==> src/rtl/etc_pkg.sv <==
`default_nettype none
//==============================================================================
// Module  : etc_pkg
// Shared constants, tile type and drain state encoding for the etc result path.
// Revision: 1.0
//==============================================================================
package etc_pkg;

    localparam int ETC_N   = 4;
    localparam int ETC_LAT = 2;
    localparam int ETC_W   = 16;

    // Reference tile type at the default element width; parameterised modules
    // declare the same shape with their own W.
    typedef logic [ETC_N-1:0][ETC_N-1:0][ETC_W-1:0] etc_tile_t;

    typedef enum logic [0:0] {
        IDLE   = 1'b0,
        STREAM = 1'b1
    } drain_state_t;

endpackage
`default_nettype wire

==> src/rtl/etc_result_drain_if.sv <==
`default_nettype none
//==============================================================================
// Module  : etc_result_drain_if
// Element stream (valid/ready) from the result drain toward writeback.
// Revision: 1.0
//==============================================================================
interface etc_result_drain_if #(
    parameter int W = 16
);
    logic         m_valid;
    logic         m_ready;
    logic [W-1:0] m_data;
    logic [3:0]   m_idx;
    logic         m_last;

    modport master (output m_valid, output m_data, output m_idx, output m_last, input  m_ready);
    modport slave  (input  m_valid, input  m_data, input  m_idx, input  m_last, output m_ready);
endinterface
`default_nettype wire

==> src/rtl/etc_tile_buf.sv <==
`default_nettype none
//==============================================================================
// Module  : etc_tile_buf
// Two-entry tile FIFO; push and pop in the same cycle keep the count unchanged.
// Revision: 1.0
//==============================================================================
module etc_tile_buf
    import etc_pkg::*;
#(
    parameter int W = 16
) (
    input  wire logic                                clk,
    input  wire logic                                rst_n,
    input  wire logic                                i_push,
    input  wire logic                                i_pop,
    input  wire logic [ETC_N-1:0][ETC_N-1:0][W-1:0]  i_wrTile,
    output logic      [ETC_N-1:0][ETC_N-1:0][W-1:0]  o_head,
    output logic                                     o_full,
    output logic                                     o_empty,
    output logic      [1:0]                          o_count
);

    logic [ETC_N-1:0][ETC_N-1:0][W-1:0] r_mem [2];
    logic                               r_wrPtr;
    logic                               r_rdPtr;
    logic [1:0]                         r_count;

    // Storage needs no reset: contents are only visible while the count is non-zero.
    always_ff @(posedge clk) begin
        if (i_push) begin
            r_mem[r_wrPtr] <= i_wrTile;
        end
    end

    always_ff @(posedge clk or negedge rst_n) begin
        if (!rst_n) begin
            r_wrPtr <= 1'b0;
            r_rdPtr <= 1'b0;
            r_count <= 2'd0;
        end else begin
            if (i_push) r_wrPtr <= ~r_wrPtr;
            if (i_pop)  r_rdPtr <= ~r_rdPtr;
            case ({i_push, i_pop})
                2'b10:   r_count <= r_count + 2'd1;
                2'b01:   r_count <= r_count - 2'd1;
                default: r_count <= r_count;
            endcase
        end
    end

    assign o_head  = r_mem[r_rdPtr];
    assign o_full  = (r_count == 2'd2);
    assign o_empty = (r_count == 2'd0);
    assign o_count = r_count;

endmodule
`default_nettype wire

==> src/rtl/etc_result_drain.sv <==
`default_nettype none
//==============================================================================
// Module  : etc_result_drain
// Captures etc result tiles and streams them one element per beat.
// Build option: ETC_DRAIN_COLMAJOR_EN selects column-major emission order.
// Revision: 1.0
//==============================================================================
module etc_result_drain
    import etc_pkg::*;
#(
    parameter int W = 16
) (
    input  wire logic                                clk,
    input  wire logic                                rst_n,
    input  wire logic                                issue,
    output logic                                     issue_ready,
    input  wire logic [ETC_N-1:0][ETC_N-1:0][W-1:0]  tile_in,
    etc_result_drain_if.master                       m,
    output logic                                     ovf,
    input  wire logic                                ovf_clr,
    output logic                                     busy
);

    drain_state_t                       r_state;
    drain_state_t                       w_nextState;
    logic [ETC_LAT-1:0]                 r_vld;
    logic [3:0]                         r_idx;
    logic                               r_ovf;
    logic [ETC_N-1:0][ETC_N-1:0][W-1:0] w_head;
    logic                               w_bufFull;
    logic                               w_bufEmpty;
    logic [1:0]                         w_bufCount;
    logic [2:0]                         w_credits;
    logic                               w_issueAcc;
    logic                               w_drop;
    logic                               w_push;
    logic                               w_valid;
    logic                               w_beatAcc;
    logic                               w_lastBeat;
    logic                               w_pop;
    logic [1:0]                         w_row;
    logic [1:0]                         w_col;

    // Credits cover both tiles still inside etc and tiles already buffered,
    // so a capture can never find the FIFO full.
    assign w_credits   = {2'b00, r_vld[0]} + {2'b00, r_vld[ETC_LAT-1]} + {1'b0, w_bufCount};
    assign issue_ready = (w_credits < 3'd2);
    assign w_issueAcc  = issue &  issue_ready;
    assign w_drop      = issue & ~issue_ready;
    assign w_push      = r_vld[ETC_LAT-1];

    assign w_beatAcc   = w_valid & m.m_ready;
    assign w_lastBeat  = (r_idx == 4'd15);
    assign w_pop       = w_beatAcc & w_lastBeat;

    etc_tile_buf #(
        .W (W)
    ) u_tile_buf (
        .clk      (clk),
        .rst_n    (rst_n),
        .i_push   (w_push),
        .i_pop    (w_pop),
        .i_wrTile (tile_in),
        .o_head   (w_head),
        .o_full   (w_bufFull),
        .o_empty  (w_bufEmpty),
        .o_count  (w_bufCount)
    );

    always_ff @(posedge clk or negedge rst_n) begin
        if (!rst_n) begin
            r_state <= IDLE;
            r_vld   <= '0;
            r_idx   <= 4'd0;
            r_ovf   <= 1'b0;
        end else begin
            r_state <= w_nextState;
            r_vld   <= {r_vld[ETC_LAT-2:0], w_issueAcc};
            if (w_beatAcc) r_idx <= r_idx + 4'd1;
            if (w_drop)       r_ovf <= 1'b1;
            else if (ovf_clr) r_ovf <= 1'b0;
        end
    end

    always_comb begin
        w_nextState = r_state;
        w_valid     = 1'b0;
        case (r_state)
            IDLE: begin
                if (w_push) w_nextState = STREAM;
            end
            STREAM: begin
                w_valid = 1'b1;
                // Leave only when the popped tile was the last one and none lands now.
                if (w_pop && !w_push && !w_bufFull) w_nextState = IDLE;
            end
            default: w_nextState = IDLE;
        endcase
    end

`ifdef ETC_DRAIN_COLMAJOR_EN
    assign w_row = r_idx[1:0];
    assign w_col = r_idx[3:2];
`else
    assign w_row = r_idx[3:2];
    assign w_col = r_idx[1:0];
`endif

    assign m.m_valid = w_valid;
    assign m.m_data  = w_valid ? w_head[w_row][w_col] : '0;
    assign m.m_idx   = w_valid ? {w_row, w_col} : 4'd0;
    assign m.m_last  = w_valid & w_lastBeat;

    assign ovf  = r_ovf;
    assign busy = (r_vld != '0) || !w_bufEmpty;

endmodule
`default_nettype wire

==> src/flat_wrapper.sv <==
// flat-port wrapper written by rule: the top's interface ports become plain ports
module etc_result_drain_flat import etc_pkg::*;
#(
    parameter int W = 16
)
  (clk, rst_n, issue, issue_ready, tile_in, ovf, ovf_clr, busy, m_m_valid, m_m_data, m_m_idx, m_m_last, m_m_ready);
  etc_result_drain_if #(.W(W)) m_i ();
  input  wire logic clk;
  input  wire logic rst_n;
  input  wire logic issue;
  output logic issue_ready;
  input  wire logic [ETC_N-1:0][ETC_N-1:0][W-1:0] tile_in;
  output logic ovf;
  input  wire logic ovf_clr;
  output logic busy;
  output wire logic [$bits(m_i.m_valid)-1:0] m_m_valid;
  output wire logic [$bits(m_i.m_data)-1:0] m_m_data;
  output wire logic [$bits(m_i.m_idx)-1:0] m_m_idx;
  output wire logic [$bits(m_i.m_last)-1:0] m_m_last;
  input wire logic [$bits(m_i.m_ready)-1:0] m_m_ready;
  assign m_m_valid = m_i.m_valid;
  assign m_m_data = m_i.m_data;
  assign m_m_idx = m_i.m_idx;
  assign m_m_last = m_i.m_last;
  assign m_i.m_ready = m_m_ready;
  etc_result_drain #(.W(W)) u_core (.clk(clk), .rst_n(rst_n), .issue(issue), .issue_ready(issue_ready), .tile_in(tile_in), .m(m_i), .ovf(ovf), .ovf_clr(ovf_clr), .busy(busy));
endmodule
==> config.mk <==
export PLATFORM = sky130hd
export DESIGN_NAME = etc_result_drain_flat
export DESIGN_NICKNAME = d
export VERILOG_FILES = /design/src/rtl/etc_pkg.sv /design/src/rtl/etc_result_drain_if.sv /design/src/rtl/etc_tile_buf.sv /design/src/rtl/etc_result_drain.sv /design/src/flat_wrapper.sv
export SDC_FILE = /design/constraint.sdc
export NUM_CORES = 1
export LEC_CHECK = 0
export ABC_AREA = 1
export CAP_MARGIN = 40
export CORE_MARGIN = 2
export CORE_UTILIZATION = 30
export DETAILED_ROUTE_END_ITERATION = 8
export GPL_ROUTABILITY_DRIVEN = 0
export PLACE_DENSITY_LB_ADDON = 0.2
export SYNTH_ARGS = -nofsm -noshare
export SYNTH_HDL_FRONTEND = slang
export SYNTH_HIERARCHICAL = 1
export SYNTH_SLANG_ARGS = --single-unit
==> constraint.sdc <==
create_clock -name clk -period 13.9 [get_ports clk]
set_input_delay 2.78 -clock clk [delete_from_list [all_inputs] [get_ports clk]]
set_output_delay 2.78 -clock clk [all_outputs]
set_load 0.03 [all_outputs]
# After elaboration in Yosys (flattened, before gate mapping)
# Memory sizes are Yosys's and may differ from the RTL's.
# Index checks and enable logic that the tools add are counted.
dict set report totals {
  reg_bits 12
  ramBits 512
  in_bits 261
  out_inout_bits 25
  n_memories 1
}
# memory words word_bits rd rd_ports_with_merged_regs write_ports line_no
set memory_table {}
lappend memory_table {u_core.u_tile_buf.r_mem 2 256 1 0 1 etc_tile_buf.sv:23} ;# logic [ETC_N-1:0][ETC_N-1:0][W-1:0] r_mem [2];
dict set report classes {
  addsub 5
  n_lt_le_gt_ge 3
  n_eq_ne 4
  mux 14
  bitwise 9
  reduce_logical 10
}
# cell n
set op_table {}
lappend op_table {{binary-select mux 64 bit (select 2 bit)} 1}
lappend op_table {{2-to-1 mux 64 bit} 1}
lappend op_table {{binary-select mux 16 bit (select 2 bit)} 1}
lappend op_table {{2-to-1 mux 16 bit} 2}
lappend op_table {{< comparator 2 x 3 -> 1 bit (second input constant)} 2}
lappend op_table {{2-to-1 mux 1 bit} 6}
lappend op_table {{nonzero test 2 bit} 3}
lappend op_table {{AND 1 bit} 5}
lappend op_table {{adder 4 x 1 -> 4 bit (second input constant)} 1}
lappend op_table {{equality test 2 bit (second input constant)} 2}
lappend op_table {{equality test 4 bit (second input constant)} 1}
lappend op_table {{2-to-1 mux 4 bit} 1}
lappend op_table {{inverter 1 bit} 4}
lappend op_table {{case mux 2 bit (2 select lines)} 1}
lappend op_table {{adder 3 x 2 -> 3 bit} 1}
lappend op_table {{zero test 1 bit} 3}
lappend op_table {{< comparator 3 x 2 -> 1 bit (second input constant)} 1}
lappend op_table {{adder 1 x 1 -> 2 bit} 1}
lappend op_table {{adder 2 x 1 -> 2 bit (second input constant)} 1}
lappend op_table {{equality test 2 x 1 -> 1 bit (second input constant)} 1}
lappend op_table {{logical AND 1 bit} 2}
lappend op_table {{zero test 2 bit} 1}
lappend op_table {{case mux 1 bit (2 select lines)} 1}
lappend op_table {{subtractor 2 x 1 -> 2 bit (second input constant)} 1}
lappend op_table {{logical OR 1 bit} 1}

# Longest topological paths before layout
dict set report logic_depth {
  ltp_word 7
  mapped_depth 11
  mapped_depth_nobuf 9
}

# Cells and area by module
# The synthesis kept the hierarchy.
# module instances cells_per_inst area_each_um2
set by_module_without_submodules {}
lappend by_module_without_submodules {etc_tile_buf 1 1361 19311.0}
lappend by_module_without_submodules {etc_result_drain 1 791 3524.6}

# Least setup slack after synthesis
# OpenSTA, ideal clock, no wires.
dict set report synth_path {
  kind {register to register}
  from {register u_core.r_vld[1]}
  to {memory u_core/u_tile_buf/r_mem[0][0] (netlist bit) (enable)}
  arrival_time_ns 11.089
  required_ns 13.023
  path_slack_ns 1.933
  stages_incl_launch_ff 3
  cell_sequence {dfrtp_1 inv_1 nor2_1}
}
dict set report synth_between {
  elab_chain_cells 2
}
# item line_no
set synth_lines {}
lappend synth_lines {{start: declaration} etc_result_drain.sv:26} ;# logic [ETC_LAT-1:0] r_vld;
lappend synth_lines {{start signal: assignment} etc_result_drain.sv:78} ;# r_vld <= {r_vld[ETC_LAT-2:0], w_issueAcc};
lappend synth_lines {{2-to-1 mux 1 bit} etc_tile_buf.sv:30} ;# if (i_push) begin
lappend synth_lines {{2-to-1 mux 1 bit (implied by the code)} etc_tile_buf.sv:31} ;# r_mem[r_wrPtr] <= i_wrTile;
lappend synth_lines {{end: declaration} etc_tile_buf.sv:23}
# Every way passes these cells.

# Worst setup path after layout
dict set report layout_path {
  from {register u_core.r_idx[2]}
  to {output m_m_data[6]}
}
dict set report layout_between {
  elab_chain_cells 5
}
# item line_no
set layout_lines {}
lappend layout_lines {{start: declaration} etc_result_drain.sv:27} ;# logic [3:0] r_idx;
lappend layout_lines {{start signal: assignment} etc_result_drain.sv:79} ;# if (w_beatAcc) r_idx <= r_idx + 4'd1;
lappend layout_lines {{binary-select mux 64 bit (select 2 bit)} etc_result_drain.sv:110} ;# assign m.m_data = w_valid ? w_head[w_row][w_col] : '0;
lappend layout_lines {{2-to-1 mux 64 bit (implied by the code)} etc_result_drain.sv:110}
lappend layout_lines {{binary-select mux 16 bit (select 2 bit)} etc_result_drain.sv:110}
lappend layout_lines {{2-to-1 mux 16 bit (implied by the code)} etc_result_drain.sv:110}
lappend layout_lines {{2-to-1 mux 16 bit} etc_result_drain.sv:110}
lappend layout_lines {{end: declaration} flat_wrapper.sv:17} ;# output wire logic [$bits(m_i.m_data)-1:0] m_m_data;
# Every way passes these cells. The select of a mux whose other input is x is not followed.

==> summary.md <==
| Metric | Value |
|---|---|
| Cell with the most instances on the worst path | `sky130_fd_sc_hd__nand2_1` |
| Element type at the critical path end | `output pin` |
| Commonest cells in the synthesized netlist | `654 x sky130_fd_sc_hd__nand2_1, 512 x sky130_fd_sc_hd__edfxtp_1, 402 x sky130_fd_sc_hd__inv_1, 214 x sky130_fd_sc_hd__o21ai_1, 163 x sky130_fd_sc_hd__nand3_1` |
| Overall overflow remaining after global route | `0` |
| Worst setup path category | `register to output pin` |
| Synthesized Nets | `roughly 2400` |
| Distinct cell type count of the synthesized netlist | `23` |
| Largest net degree at the start of global routing | `roughly 250` |
| Input/output buffers | `285` |
| Run status | `complete, no violations` |
| Max-slew headroom | `0.203` |
| Starting DRT DRC Count | `around 1200` |
| Share of cells above drive strength 1 | `0.0448` |
| Flops & latches, synth | `~520` |
| Layout overhead on the synthesized area | `23.9%` |
| Final Slew Violations | `0` |
| Clock slew at reported path FFs | `0.06 ns` |
| Ys Warns | `6` |
| Critical-path cell with the highest stage delay | `sky130_fd_sc_hd__dfrtp_4` |
| Data required time at the worst endpoint | `around 11 ns` |
| Largest fanout on the critical path | `65` |
| Die outline area | `roughly 78000 µm²` |
| Worst hold slack | `~0.41 ns` |
| Level count of the clock H-tree | `2` |
| Netlist area before placement | `~23000 µm²` |
| CTS tree | `yes` |
| First-pass detailed-route iteration total | `5` |
| Root Buffer Master | `sky130_fd_sc_hd__clkbuf_16` |
| Residual DRC count | `0` |
| Number of buffers inserted during clock tree synthesis | `58` |
| I/O pins | `between 200 and 300` |
| Unrepaired setup endpoints after global routing | `no` |
| Site Rows | `approximately 100` |
| Starting utilization of the core area | `0.302` |
| CP Cell Sequence | `inv_4 -> buf_16 -> buf_4 -> nand2_1 -> nand2_1 -> nand2_1 -> nand3_1 -> nand3_1 -> a21oi_1 -> clkdlybuf4s50_1` |
| Hold-fix buffers, CTS | `0` |
| Synth async-reset ratio | `0.0229` |
| Remaining antenna violation count after routing | `0` |
| Buffers inserted by post-CTS timing repair | `0` |
| Per-cell via count in the routed design | `about 4.5` |
| Slack of the critical path | `about 6.4 ns` |
| Count of max-cap constraint violations | `0` |
| Via count of the first global-routing pass | `around 15000` |
| Number of antenna violations at the first check in global routing | `8` |
| Slowest Stage Delay on Critical Path | `~0.79 ns` |
| Upper clock frequency limit | `134 MHz` |
| Mean instance size in the synthesized netlist | `10.6 µm²` |
| Synth area leader | `sky130_fd_sc_hd__edfxtp_1` |
| Post-CTS sizing | `0` |
| Most frequent cell after synthesis | `sky130_fd_sc_hd__nand2_1` |
| Wire length of the first global-routing pass | `about 95000 µm` |
| Synth top area share | `0.673` |
| Die height | `280 µm` |
| Insertion delay to the later sink of the worst-skew pair | `about 0.60 ns` |
| Final routed wirelength across all metal layers | `around 65000 µm` |
| Leakage | `0.0114 µW` |
| Share of synthesized area occupied by flip-flops and latches | `0.686` |
| Power, Total | `between 6000 and 7000 µW` |
| HPWL Detailed | `44700 µm` |
| Post-layout net count | `about 2700` |
| Power per Cell Area | `around 220 nW/µm²` |
| Largest cells by area after synthesis | `sky130_fd_sc_hd__edfxtp_1 67%, sky130_fd_sc_hd__nand2_1 11%, sky130_fd_sc_hd__inv_1 6.6%` |
| Min Clock Period, post-route | `7.48 ns` |
| Setup slack at placement | `around 7.1 ns` |
| Setup Total Neg Slack | `0 ns` |
| Standard cell core area | `75700 µm²` |
| Period utilization | `0.538` |
| Clock Skews | `0.0108 ns` |
| Number of flops mapped to enable cells by yosys | `512` |
| Hold WC Path Type | `register to register` |
| Crit start category | `register` |
| GRT Total Usage | `0.165` |
| Number of vias in the routed layout | `15297` |
| Highest ir drop seen on vdd | `roughly 140 µV` |
| Top cell family by delay on the critical path | `buffers and inverters` |
| Detailed-route wire length per cell | `around 19 µm` |
| Syn Inst Count | `2152` |
| Most common flop cell mapped by yosys | `sky130_fd_sc_hd__edfxtp_1` |
| Count of endpoints failing setup in the final report | `0` |
| Sum of buffers and inverters on the critical path | `4` |
| Worst Tran Pin Value | `1.19 ns` |
| Data arrival time at the worst-slack endpoint | `roughly 4.7 ns` |
| Width of the die | `about 280 µm` |
| Final hold violation count | `0` |
| # clock sinks | `524` |
| CTS Buffer Depth | `3` |
## final cells by class
type	count	area, µm²
fillers	7402	47400
flip-flops and latches	524	15700
multi-input cells	1112	4790
repair buffers	305	3110
clock buffers	71	1560
inverters	405	1530
well taps	978	1220
clock inverters	37	394
diodes	1	2.50
## flip-flops by register name (all words and copies together), names as in the netlist
register,cells
u_core/u_tile_buf/r_mem,512
u_core/r_idx,4
u_core/r_vld,2
u_core/u_tile_buf/o_count,2
u_core/ovf,1
u_core/r_state,1
u_core/u_tile_buf/r_rdPtr,1
u_core/u_tile_buf/r_wrPtr,1
## kinds of logic (layout without fill, tap and decap cells)
| family | Yosys count | in the layout | share of synthesized area |
|---|---|---|---|
| AOI/OAI and AO/OA | 276 | 276 | 0.0607 |
| DFF | 524 | 524 | 0.686 |
| xor gates and xnor gates | 5 | 5 | 0.00192 |
| and+or+nand+nor | 828 | 828 | 0.145 |
| adders and majority gates | 3 | 3 | 0.00164 |
| other | 0 | 1 | 0 |
| buffers and inverters | 516 | 818 | 0.104 |
## cells in the final DEF, fill, tap and decap left out, drive strengths merged, types with 2 or more instances in the layout
| cell | n |
|---|---|
| nand4 | 2 |
| bufinv | 8 |
| edfxtp | 512 |
| a21oi | 17 |
| buf | 20 |
| clkdlybuf4s50 | 285 |
| xor2 | 4 |
| ha | 3 |
| nor2 | 8 |
| clkinv | 24 |
| inv | 405 |
| clkinvlp | 5 |
| o21ai | 257 |
| dfrtp | 12 |
| clkbuf | 71 |
| nand3 | 163 |
| nand2 | 654 |
## final timing paths
check,start,slack (ns),depth (start not counted),end
max,u_core/r_idx[2],6.42,10,m_m_data[6]
max reg2reg,u_core/r_vld[1],10.98,5,u_core/u_tile_buf/r_mem[1][113]
min,u_core/r_vld[0],0.41,0,u_core/r_vld[1]
max in group asynchronous,rst_n,10.86,1,u_core/u_tile_buf/r_rdPtr
min reg2reg,u_core/r_vld[0],0.41,0,u_core/r_vld[1]
min in group asynchronous,rst_n,2.57,1,u_core/ovf
## power breakdown
group / internal [µW] / switching, µW
Combinational: 705 / 1660
Clock: 944 / 622
Sequential: 2140 / 145
## stage by stage
step                       util  instances  cell area, µm²
after global placement    0.346       3319           26200
after floorplan               -       2152           22800
after CTS                 0.374       3432           28300
after detailed placement  0.348       3324           26300
final                     0.374       3433           28300
after global routing      0.374       3432           28300
## metal layers
layer	vias to the layer above	global-route usage	part of all wire
li1	7497	-	-
met1	7241	0.215	0.42
met2	458	0.277	0.48
met3	93	0.0362	0.067
met4	8	0.0446	0.025
met5	-	0	0.00095
No activity file was read; power rests on OpenSTA's default activity.
